File: src/rtl/fp32_pkg.sv
// Shared FP32 definitions: constants, field extractors and the operand class enum.
package fp32_pkg;

  localparam logic [31:0] FP32_QNAN    = 32'h7FC00000;
  localparam logic [7:0]  FP32_EXP_MAX = 8'hFF;
  localparam int          FP32_BIAS    = 127;

  typedef enum logic [1:0] {
    ZERO   = 2'd0,
    NORMAL = 2'd1,
    INF    = 2'd2,
    NAN    = 2'd3
  } fp32_class_t;

  function automatic logic fp32_sign(input logic [31:0] x);
    return x[31];
  endfunction

  function automatic logic [7:0] fp32_exp(input logic [31:0] x);
    return x[30:23];
  endfunction

  function automatic logic [22:0] fp32_frac(input logic [31:0] x);
    return x[22:0];
  endfunction

endpackage

File: src/rtl/fp32_classify.sv
// Combinational FP32 operand classifier. Denormals are flushed to ZERO.
module fp32_classify
  import fp32_pkg::*;
(
  input  logic [31:0]  x_i,
  output fp32_class_t  cls_o
);

  logic [7:0]  exp_w;
  logic [22:0] frac_w;

  assign exp_w  = fp32_exp(x_i);
  assign frac_w = fp32_frac(x_i);

  // Zero exponent covers true zeros and denormals; max exponent splits inf/NaN.
  always_comb begin
    cls_o = NORMAL;
    if (exp_w == 8'h00) begin
      cls_o = ZERO;
    end else if (exp_w == FP32_EXP_MAX) begin
      cls_o = (frac_w == 23'h0) ? INF : NAN;
    end
  end

endmodule

File: src/rtl/fp_div_operand_stage.sv
// Operand issue stage for the FP32 divider: FIFO buffer, special-case
// classification of the FIFO head, and one registered operand pair.
//
// Handshake: a transfer happens on an edge where valid && ready. Upstream
// holds in_a/in_b while in_valid && !in_ready; the output pair (div_*) holds
// stable while div_valid && !div_ready. in_ready depends on registered count
// only, never on div_ready.
module fp_div_operand_stage
  import fp32_pkg::*;
#(
  parameter int DEPTH = 4,
  parameter int CNT_W = 16
) (
  input  logic             clk,
  input  logic             rst,
  input  logic             in_valid,
  output logic             in_ready,
  input  logic [31:0]      in_a,
  input  logic [31:0]      in_b,
  output logic             div_valid,
  input  logic             div_ready,
  output logic [31:0]      div_a,
  output logic [31:0]      div_b,
  output logic             div_special,
  output logic [31:0]      div_special_result,
  output logic [CNT_W-1:0] special_count
);

  localparam int              PTR_W   = $clog2(DEPTH);
  localparam logic [PTR_W:0]  DEPTH_C = (PTR_W+1)'(DEPTH);

  logic [31:0]      mem_a_q [DEPTH];
  logic [31:0]      mem_b_q [DEPTH];
  logic [PTR_W-1:0] wr_ptr_q, wr_ptr_d;
  logic [PTR_W-1:0] rd_ptr_q, rd_ptr_d;
  logic [PTR_W:0]   count_q, count_d;

  logic             div_valid_q, div_valid_d;
  logic [31:0]      div_a_q, div_a_d;
  logic [31:0]      div_b_q, div_b_d;
  logic             div_special_q, div_special_d;
  logic [31:0]      div_result_q, div_result_d;
  logic [CNT_W-1:0] special_cnt_q, special_cnt_d;

  logic             push, pop, out_hs;
  logic [31:0]      head_a, head_b;
  fp32_class_t      cls_a, cls_b;
  logic             head_special;
  logic [31:0]      head_result;
  logic             res_sign;

  assign in_ready = !rst && (count_q < DEPTH_C);
  assign push     = in_valid && in_ready;
  assign pop      = (count_q != '0) && (!div_valid_q || div_ready);
  assign out_hs   = div_valid_q && div_ready;

  assign head_a   = mem_a_q[rd_ptr_q];
  assign head_b   = mem_b_q[rd_ptr_q];
  assign res_sign = fp32_sign(head_a) ^ fp32_sign(head_b);

  fp32_classify u_cls_a (.x_i(head_a), .cls_o(cls_a));
  fp32_classify u_cls_b (.x_i(head_b), .cls_o(cls_b));

  // Special-case selection on the FIFO head, first matching rule wins.
  always_comb begin
    head_special = 1'b1;
    head_result  = 32'h0;
    if (cls_a == NAN || cls_b == NAN) begin
      head_result = FP32_QNAN;
    end else if ((cls_a == INF && cls_b == INF) || (cls_a == ZERO && cls_b == ZERO)) begin
      head_result = FP32_QNAN;
    end else if (cls_a == INF || cls_b == ZERO) begin
      head_result = {res_sign, FP32_EXP_MAX, 23'h0};
    end else if (cls_a == ZERO || cls_b == INF) begin
      head_result = {res_sign, 31'h0};
    end else begin
      head_special = 1'b0;
    end
  end

  // Next-state for FIFO pointers, occupancy, output register and counter.
  always_comb begin
    wr_ptr_d      = wr_ptr_q;
    rd_ptr_d      = rd_ptr_q;
    count_d       = count_q;
    div_valid_d   = div_valid_q;
    div_a_d       = div_a_q;
    div_b_d       = div_b_q;
    div_special_d = div_special_q;
    div_result_d  = div_result_q;
    special_cnt_d = special_cnt_q;

    if (push) wr_ptr_d = wr_ptr_q + 1'b1;
    if (pop)  rd_ptr_d = rd_ptr_q + 1'b1;

    case ({push, pop})
      2'b10:   count_d = count_q + 1'b1;
      2'b01:   count_d = count_q - 1'b1;
      default: count_d = count_q;
    endcase

    if (pop) begin
      div_valid_d   = 1'b1;
      div_a_d       = head_a;
      div_b_d       = head_b;
      div_special_d = head_special;
      div_result_d  = head_result;
    end else if (out_hs) begin
      div_valid_d   = 1'b0;
    end

    if (out_hs && div_special_q && (special_cnt_q != '1)) begin
      special_cnt_d = special_cnt_q + 1'b1;
    end
  end

  // Control and output state, cleared by synchronous reset.
  always_ff @(posedge clk) begin
    if (rst) begin
      wr_ptr_q      <= '0;
      rd_ptr_q      <= '0;
      count_q       <= '0;
      div_valid_q   <= 1'b0;
      div_a_q       <= 32'h0;
      div_b_q       <= 32'h0;
      div_special_q <= 1'b0;
      div_result_q  <= 32'h0;
      special_cnt_q <= '0;
    end else begin
      wr_ptr_q      <= wr_ptr_d;
      rd_ptr_q      <= rd_ptr_d;
      count_q       <= count_d;
      div_valid_q   <= div_valid_d;
      div_a_q       <= div_a_d;
      div_b_q       <= div_b_d;
      div_special_q <= div_special_d;
      div_result_q  <= div_result_d;
      special_cnt_q <= special_cnt_d;
    end
  end

  // FIFO storage; contents need no reset since count gates every read.
  always_ff @(posedge clk) begin
    if (push) begin
      mem_a_q[wr_ptr_q] <= in_a;
      mem_b_q[wr_ptr_q] <= in_b;
    end
  end

  assign div_valid          = div_valid_q;
  assign div_a              = div_a_q;
  assign div_b              = div_b_q;
  assign div_special        = div_special_q;
  assign div_special_result = div_result_q;
  assign special_count      = special_cnt_q;

endmodule

File: config.mk
export PLATFORM = sky130hd
export DESIGN_NAME = fp_div_operand_stage
export DESIGN_NICKNAME = d
export VERILOG_FILES = /design/src/rtl/fp32_pkg.sv /design/src/rtl/fp32_classify.sv /design/src/rtl/fp_div_operand_stage.sv
export SDC_FILE = /design/constraint.sdc
export NUM_CORES = 1
export LEC_CHECK = 0
export CAP_MARGIN = 0
export CELL_PAD_IN_SITES_DETAIL_PLACEMENT = 1
export CELL_PAD_IN_SITES_GLOBAL_PLACEMENT = 2
export CORE_MARGIN = 2
export CORE_UTILIZATION = 35
export CTS_CLUSTER_SIZE = 12
export DETAILED_ROUTE_END_ITERATION = 10
export HOLD_SLACK_MARGIN = 0.08
export PLACE_DENSITY = 0.74
export SLEW_MARGIN = 40
export SYNTH_ARGS = -nofsm -noshare
export SYNTH_HDL_FRONTEND = slang
export SYNTH_SLANG_ARGS = --single-unit
File: constraint.sdc
create_clock -name clk -period 3.3 [get_ports clk]
set_input_delay 0.99 -clock clk [delete_from_list [all_inputs] [get_ports clk]]
set_output_delay 0.99 -clock clk [all_outputs]
set_load 0.005 [all_outputs]
==> results of run 1 <==
-- worst max path at each step --
stage,start,to,slack (ns),cells past startpoint
2_1_floorplan,rst,mem_a_q[0][0],0.07,2
3_3_place_gp,div_ready,count_q[2],0.19,10
3_5_place_dp,div_ready,count_q[2],0.16,10
4_1_cts,flop,div_special_result[31],0.20,6
5_1_grt,flop,div_special_result[22],0.1,7
6_report,flop,div_special_result[31],0.21,6
-- worst min-delay path, cell delays in order (launching register included) --
cell     delay (ns)
dfxtp_1        0.31
nand2_1        0.05
a21oi_1        0.05
-- layer usage --
layer | vias up | routed length, µm
met3 | 55 | 1989
met1 | 3722 | 13610
met4 | 10 | 631
met2 | 202 | 15150
met5 | - | 65
li1 | 3424 | -
-- synth_stat cells, drive strengths merged (9+ instances only) --
library cell and n:
dfxtp 94, edfxtp 256, clkbuf 22, inv 10, nor4 12, nor2 31, xnor2 10, buf 46
mux4 64, xor2 9, nand2 145, a21oi 69
-- power by group --
group          switching, mW  internal [mW]  total [mW]
combinational           1.93           1.67        3.60
sequential             0.349           5.29        5.64
clock                   1.68           2.46        4.14
total                   3.96           9.42        13.4
-- state kept, by name, summed over array words and instances, names as in the netlist, named ones only --
name	count
mem_a_q	128
mem_b_q	128
div_a	32
div_b	32
special_count	16
count_q	3
div_special_result	3
rd_ptr_q	2
wr_ptr_q	2
div_special	1
div_valid	1
-- final cells by class --
class                           instances  area [µm²]
Antenna cell                            2       5.005
Clock buffer                           64        1151
Clock inverter                          8       80.08
Fill cell                            3633       20280
Inverter                               10       37.54
Multi-Input combinational cell        424        3259
Sequential cell                       350        9577
Tap cell                              468       585.6
Timing Repair Buffer                  178        1813
-- cell usage in the layout (no fill, tap or decap), types with 5 or more instances in the layout --
master	n
clkbuf_16	40
clkbuf_1	18
nor3_1	8
edfxtp_1	256
clkdlybuf4s50_1	159
inv_1	9
buf_12	6
ha_1	6
nand3_1	5
mux4_2	63
or4_1	5
xnor2_1	10
nor4_1	12
dfxtp_1	92
a21oi_1	69
xor2_1	9
buf_4	12
nor2_1	31
conb_1	22
clkbuf_8	6
nand2_1	145
nand4_1	8
-- metrics by stage --
step / cell area, µm² / cells / hold slack (ns) / util [%]
final: 16510 / 1504 / 0.4564 / 44.88
after global routing: 16500 / 1502 / 0.4823 / 44.86
after CTS: 16500 / 1502 / 0.4567 / 44.85
after detailed placement: 15270 / 1430 / 0.4492 / 41.51
after global placement: 15270 / 1430 / 0.4451 / 41.51
after floorplan: 13230 / 852 / 0.4527 / -
-- cell families after synthesis --
| kind of cell | synth area share [%] |
|---|---|
| AOI/OAI and AO/OA | 3.455 |
| xor gates and xnor gates | 1.266 |
| adders and majority gates | 0.7233 |
| buffers and inverters | 3.179 |
| DFF | 72.79 |
| muxes | 11.07 |
| other | 0.02853 |
| and+or+nand+nor | 7.490 |
==> results by group, run 1 <==
Run status
  – Status: complete, no violations

Logic synthesis
  – Ys flop type: edfxtp_1
  – Syn. warnings: 0
  – Synth Instances: 831
  – Synth cell types: 42
  – Ys async rst share: 0%
  – Area leader, netlist: edfxtp_1
  – Top cells by area, synth: edfxtp_1, dfxtp_1, mux4_2, nand2_1, a21oi_1
  – FF+latch count, synth: 350
  – EDFF count, synth: 256
  – Share of the synthesized area in the top cell type: 58.48%
  – Post-Syn Area per Cell: 15.82 µm²
  – Mapped Area: roughly 13000 µm²
  – Sequential element share of the synthesized area: between 70% and 80%

Final layout
  – Nets: 1078
  – Area grow syn2layout: 25.57%
  – Layout cells sized above 1: between 10 and 15%

Pwr
  – LEAKAGE: 5.325 nW
  – P per Cell Area: 810.7 nW/µm²
  – Total power: 13.38 mW
  – Peak supply drop: 0.6407 mV

GRT
  – Largest net degree at the start of global routing: 73
  – M1 GR Usage: 21.20%
  – Number of global-route vias before repair: 7818
  – First-pass GRT wire length: 47550 µm
  – Total gr overflow: 0
  – Initial antenna violation count: 7
  – Met3 Track Usage GR: ~4.3%
  – Most used routing layer: met2
  – GRT Overall Usage: 16.19%
  – Met2 Usage GRT: approximately 27%

Setup path
  – Crit path top cell by count: or4_1
  – FF-to-FF End: div_special_result[31]
  – Crit path cell chain: mux4_2 > or4_1 > or4_1 > or2_4 > a221oi_2 > a31o_1
  – Crit-path max cell delay: 0.59 ns
  – CP top delay family: simple AND/OR/NAND/NOR gates
  – Critical-path top delay cell: or4_1
  – Worst reg2reg path depth: 6
  – Buf/Inv on CP: 0
  – CP Capture Type: flop
  – Startpoint Class: flop
  – Worst EP required: 3.75 ns
  – R2R setup slack: 0.21 ns
  – Crit path max fanout: 12
  – CP arrival: 3.55 ns
  – Critical path type: reg2reg

Placed design
  – Place WS: approximately 0.16 ns
  – Port bufs: 160
  – Gpl congestion: 0.7731
  – Post-DP HPWL: 19520 µm

Clocking
  – Clock transition at the registers of the reported paths: 0.06 ns
  – Clk root buf: clkbuf_16
  – Total clock sinks: 350
  – Clk_lat worst skew: between 0.5 and 0.6 ns
  – Clk buf depth: 3
  – Resize count post-CTS: 0
  – Num CTS Buffers: 39
  – # hold bufs at CTS: 0
  – H-tree levels: 2
  – CTS tree: built
  – Post-CTS Setup Repair Bufs: 0

Drt
  – Total Wirelength: 31450 µm
  – Post-DR wirelength/cell: 20.91 µm
  – Routed vias/inst: 4.929
  – DRT iter0 DRCs: 394
  – Antenna Nets Post-Route: 0
  – Vias: about 7400
  – Remaining DRCs: 0
  – First-pass iteration count of the detailed router: 4

Die
  – # IOs: 183
  – # rows: 70
  – Core box area: 36790 µm²
  – Die H: approximately 200 µm
  – Die area: 39130 µm²
  – Starting density of the core: 35.74%
  – Die width: a little under 200 µm

Min path
  – WHS Path Cells: 2
  – Worst hold endpoint: div_a[21]
  – Worst hold path class: reg2reg
  – Hold_sp: div_a[21]

Timing
  – Min Tclk post-route: roughly 3.1 ns
  – RSZ-0062 raised after global routing: false
  – Slew headroom: 52.90%
  – Final Hold Fails: 0
  – Worst-Margin Slew: between 0.7 and 0.8 ns
  – Max-slew violations: 0
  – Clock Skew: between 0.02 and 0.025 ns
  – Max frequency: between 300 and 400 MHz
  – Setup TNS: 0 ns
  – Final worst slack: 0.2063 ns
  – Final setup viols: 0
  – Fin crit share: a little over nine tenths

Job
  – # Max-Cap Violations: 0
(Power assumes the default switching activity.)
==> run 2, diff against run 1 <==
--- a/config.mk
+++ b/config.mk
@@ -5,9 +5,9 @@
 export SDC_FILE = /design/constraint.sdc
 export NUM_CORES = 1
 export LEC_CHECK = 0
-export CAP_MARGIN = 0
 export CELL_PAD_IN_SITES_DETAIL_PLACEMENT = 1
 export CELL_PAD_IN_SITES_GLOBAL_PLACEMENT = 2
+export CORE_ASPECT_RATIO = 0.7
 export CORE_MARGIN = 2
 export CORE_UTILIZATION = 35
 export CTS_CLUSTER_SIZE = 12
==> run 2 against run 1 <==
Effect of this change:
- critical path depth grew 1
- power shrank 1.9%
- global-route usage up 0.54 points
==> results by group, run 2 (synthesis results as in run 1) <==
Run status
  – Status: complete, no violations

Setup path
  – Startpoint Class: flop
  – Critical path type: reg2reg
  – R2R setup slack: 0.28 ns
  – CP arrival: between 3 and 4 ns
  – CP top delay family: simple AND/OR/NAND/NOR gates
  – Buf/Inv on CP: 1
  – Crit-path max cell delay: ~0.60 ns
  – Crit path cell chain: buf_12 > mux4_2 > or4_1 > nor4_1 > o211ai_1 > a221oi_2 > a31o_1
  – Worst EP required: 3.76 ns
  – Crit path max fanout: 43
  – Critical-path top delay cell: mux4_2
  – CP Capture Type: flop

Timing
  – Worst-Margin Slew: 0.7038 ns
  – Setup TNS: 0 ns
  – RSZ-0062 raised after global routing: false
  – Final setup viols: 0
  – Fin crit share: 91.51%
  – Slew headroom: 53.08%
  – Min Tclk post-route: 3.020 ns
  – Max-slew violations: 0
  – Clock Skew: 0.009346 ns
  – Final Hold Fails: 0
  – Max frequency: 331.2 MHz
  – Min Hold Slack: between 0.4 and 0.5 ns

Clocking
  – Clock transition at the registers of the reported paths: 0.06 ns
  – Resize count post-CTS: 0
  – Clk_lat worst skew: 0.52 ns
  – Num CTS Buffers: 37
  – H-tree levels: 2
  – CTS tree: built
  – Clk root buf: clkbuf_16
  – Post-CTS Setup Repair Bufs: 0
  – # hold bufs at CTS: 0
  – Total clock sinks: 350
  – Clk buf depth: 3

Job
  – # Max-Cap Violations: 0

Final layout
  – FF+latch area: 9577 µm²
  – Area grow syn2layout: 25.43%
  – Area of the multi-input gates: about 3300 µm²
  – Layout cells sized above 1: 13.79%
  – Biggest regs: mem_a_q (128), mem_b_q (128)
  – Fin cells: 1520
  – FILL cells: 3687
  – Post-route cell area: 16490 µm²
  – Most frequent cells in the layout: edfxtp_1, clkdlybuf4s50_1, nand2_1
  – Nets: between 1000 and 1500
  – Commonest non-fill, non-tap cell in the layout: edfxtp_1

GRT
  – Met3 Track Usage GR: 3.374%
  – Largest net degree at the start of global routing: 73
  – Total gr overflow: 0
  – First-pass GRT wire length: roughly 50000 µm
  – Met2 Usage GRT: 27.23%
  – Initial antenna violation count: 2
  – Most used routing layer: met2
  – GRT Overall Usage: ~17%
  – M1 GR Usage: 23.23%
  – Number of global-route vias before repair: a little over 8000

Die
  – # IOs: 183
  – Die width: roughly 240 µm
  – Core box area: 37060 µm²
  – Die H: 166.2 µm
  – # rows: 59
  – Starting density of the core: 35.48%
  – Die area: 39150 µm²

Pwr
  – Total power: 13.13 mW
  – LEAKAGE: about 5.3 nW
  – Peak supply drop: 0.4446 mV
  – P per Cell Area: 796.4 nW/µm²

Placed design
  – Port bufs: 160
  – Post-placement cell area: roughly 15000 µm²
  – Post-DP HPWL: 20890 µm
  – Placed cells: 1453
  – Gpl congestion: 0.7311

Drt
  – DRT iter0 DRCs: 499
  – Total Wirelength: about 32000 µm
  – First-pass iteration count of the detailed router: 5
  – Post-DR wirelength/cell: 21.21 µm
  – Vias: between 7000 and 8000
  – Antenna Nets Post-Route: 0
  – Remaining DRCs: 0
  – Routed vias/inst: 4.941

Min path
  – Worst hold path class: reg2reg
run 2: cell count changes in the layout (fill, tap and decap cells not counted), sizes merged:
cell	previous run	this run
buf	19	22
clkinvlp	1	0
clkbuf	64	59
inv	11	10
run 2: layout make-up:
cell class / count / area share, %
Sequential cell: 350 / 58.08
Multi-Input combinational cell: 424 / 19.77
Timing Repair Buffer: 181 / 11.51
Clock buffer: 59 / 6.359
Tap cell: 488 / 3.703
Clock inverter: 6 / 0.3263
Inverter: 10 / 0.2276
Antenna cell: 2 / 0.03035
run 2: path summary, 6_finish.rpt:
path | from | to | depth (start not counted)
setup / recovery | flop | div_special_result[31] | 7
hold / removal | div_a[11] | div_a[11] | 2
hold reg to reg | div_a[11] | div_a[11] | 2
setup reg to reg | flop | div_special_result[31] | 7
run 2: metrics by stage:
step | setup WS [ns] | utilization [%]
after detailed placement | 0.1346 | 41.50
after global placement | 0.1783 | 41.50
after global routing | 0.05529 | 44.48
final | 0.2803 | 44.50
after floorplan | 0.06698 | -
after CTS | 0.2421 | 44.47
run 2: per-layer routing:
metal / vias to the layer above / wire length (µm)
met5: - / 0
met2: 141 / 15330
met3: 45 / 1328
met4: 0 / 484
met1: 3897 / 15100
li1: 3427 / -
run 2: worst min-delay path, cell delays in order (launching register included):
cell and delay [ns]:
dfxtp_1 0.30, nand2_1 0.05, a21oi_1 0.05
run 2: where the power goes:
| part | internal (mW) | switching (mW) | total (mW) |
|---|---|---|---|
| Combinational | 1.68 | 1.97 | 3.65 |
| Sequential | 5.29 | 0.316 | 5.61 |
| Clock | 2.25 | 1.63 | 3.88 |
| Total | 9.22 | 3.91 | 13.1 |
==> patch (flow settings as in run 2) <==
Change the package constant `FP32_EXP_MAX` from 8'hFF to 8'h7F.
--- a/src/rtl/fp32_pkg.sv
+++ b/src/rtl/fp32_pkg.sv
@@ -3,5 +3,5 @@
 
   localparam logic [31:0] FP32_QNAN    = 32'h7FC00000;
-  localparam logic [7:0]  FP32_EXP_MAX = 8'hFF;
+  localparam logic [7:0]  FP32_EXP_MAX = 8'h7F;
   localparam int          FP32_BIAS    = 127;
 
Formal check against the unedited RTL: not equivalent (Yosys sat finds a counterexample within 4 cycles, from zero or initial values and one cycle with rst high).
==> patch against run 2 <==
- final area barely moved
- sequential cell count did not move
- area after synthesis rose by 0.60%
- count of clock-buffer cells in the layout rose by 3
- global-route usage fell by 0.76 points
- setup slack improved by 45 ps
- maximum frequency rose by 1.5%
- wire length fell by 2.9%
- combinational power fell by 1%
- synthesized cell count fell by 0.36%
- power fell by 0.49%
- critical path type unchanged
==> patch: results (changes against run 2) <==
[critical_path]
rr_endpoint=div_special$_SDFFE_PP0P_  ; was div_special_result[31]$_SDFFE_PP0P_
r2r_slack_ps=320  ; was 280 ps
cp_top_family=simple AND/OR/NAND/NOR gates  ; unchanged
slowest_stage=mux4_2  ; unchanged
rr_worst_depth=7  ; unchanged
critPathLaunchType=flip-flop  ; unchanged
critPathArrivalTime_ps=3340  ; was 3480 ps
cp_max_fo=22  ; was 43
path_class=reg -> reg  ; unchanged
slowest_delay_ps=540  ; was 600 ps

[run_status]
status=finished, final reports clean  ; unchanged

[min_path]
hold_depth=2  ; unchanged
holdPathEnd=div_b[28]$_SDFFE_PP0P_  ; was div_a[11]$_SDFFE_PP0P_
min_from=div_b[28]$_SDFFE_PP0P_  ; was div_a[11]$_SDFFE_PP0P_
hold_path_class=reg -> reg  ; unchanged

[clock_tree]
cts_resized=0  ; unchanged
numCtsBuffers=36  ; was 37
postCtsSetupBuffers=0  ; unchanged
cts-root-buf=clkbuf_16  ; unchanged
clk_pin_slew_ps=60  ; about the same
clock_path_buffers=3  ; unchanged
cts_hold_buf=0  ; unchanged
h-tree-depth=2  ; unchanged
clock_latency_ps=530

[detailed_routing]
viasPerCell=4.943  ; was 4.941
first_pass_iters=4  ; was 5
first_iter_violations=442  ; was 499
wl_per_cell_um=20.59  ; was 21.21 um

[cells_and_area]
largest_registers=mem_a_q x128, mem_b_q x128  ; unchanged
fillers=3682  ; was 3687
drive_gt1_share_pct=13.98  ; was 13.79%
nNetsFinal=1077  ; was 1079

[synthesis]
ys_seq_area_share_pct=72.36  ; was 72.79%
async_reset_ff_share_pct=0  ; unchanged
synth_area_leaders=edfxtp_1 58%, dfxtp_1 14%, mux4_2 11%  ; unchanged
synth-edff-count=256  ; unchanged
synth_cell_types=47  ; was 42
ys.flop_type=edfxtp_1  ; unchanged
synthTopCellsByCount=256 x edfxtp_1, 138 x nand2_1, 94 x dfxtp_1  ; was 256 x edfxtp_1, 145 x nand2_1, 94 x dfxtp_1
ys_warn_count=0  ; unchanged

[timing]
maxSlewHeadroom_pct=52.54  ; was 53.08%
clock_skew_ps=19.63  ; was 9.346 ps

[placed_design]
gp_congestion=0.7019  ; was 0.7311
io_buffer_count=160  ; unchanged
hpwl_um=20410  ; was 20890 um

[pwr]
ir_drop_mv=0.7367  ; was 0.4446 mV
power_leakage_nw=5.326  ; was 5.300 nW

[grt]
antenna_found_initial=4  ; was 2
grt_pass1_vias=7901  ; was 8217
grt_max_degree=85  ; was 73
grt_pass1_wl_um=48350  ; was 49980 um
grt_usage_pct=15.98  ; was 16.74%

## patch: tightest hold or removal path: cells and delay by family (launching register included)
family             cells  cell delay, ps
DFF                    1             310
and+or+nand+nor        1              50
AOI/OAI and AO/OA      1              50
## patch: layout make-up
class                      instances  area [sq um]  share of cell area (%)
inverter                           9         33.78                  0.2047
sequential                       350          9577                   58.02
timing repair buffer             183          1867                   11.31
antenna                            3         7.507                 0.04548
clock inverter                     4         28.78                  0.1743
multi-input combinational        422          3299                   19.99
tap                              488         610.6                   3.699
clock buffer                      62          1082                   6.557
## patch: metrics by stage
step                hold WS (ps)  instance area, sq um  cells  setup slack, ps
global route               476.1                 16500   1518            122.3
floorplan                  452.7                 13300    849            66.98
CTS                        456.7                 16490   1518            321.6
detailed placement         448.7                 15380   1452            168.3
global placement           444.1                 15380   1452            192.0
finish                     454.3                 16510   1521            324.8
## patch: layer usage
metal / wire (um) / up-vias / part of all wire, % / global-route usage (%)
met2: 14190 / 171 / 45 / 24.73
met5: 16 / - / 0.051 / 0
li1: - / 3434 / - / -
met3: 1797 / 50 / 5.7 / 3.846
met4: 563 / 2 / 1.8 / 3.797
met1: 14740 / 3861 / 47 / 22.80
## patch: logic make-up (layout without fill, tap and decap cells)
kind of cell / Yosys count / in the layout / synth area share (%)
flip-flops: 350 / 350 / 72.36
multiplexers: 65 / 65 / 11.00
buffers and inverters: 77 / 258 / 3.453
adder cells (fa/ha/maj): 7 / 7 / 0.7190
other: 1 / 25 / 0.02835
XOR/XNOR: 16 / 16 / 1.060
AO/OA/AOI/OAI: 91 / 91 / 3.832
AND/OR/NAND/NOR: 221 / 221 / 7.550
## patch: power breakdown
part | total (mW) | switching, mW | internal (mW)
Sequential | 5.59 | 0.303 | 5.29
Combinational | 3.61 | 1.91 | 1.69
Clock | 3.87 | 1.64 | 2.23
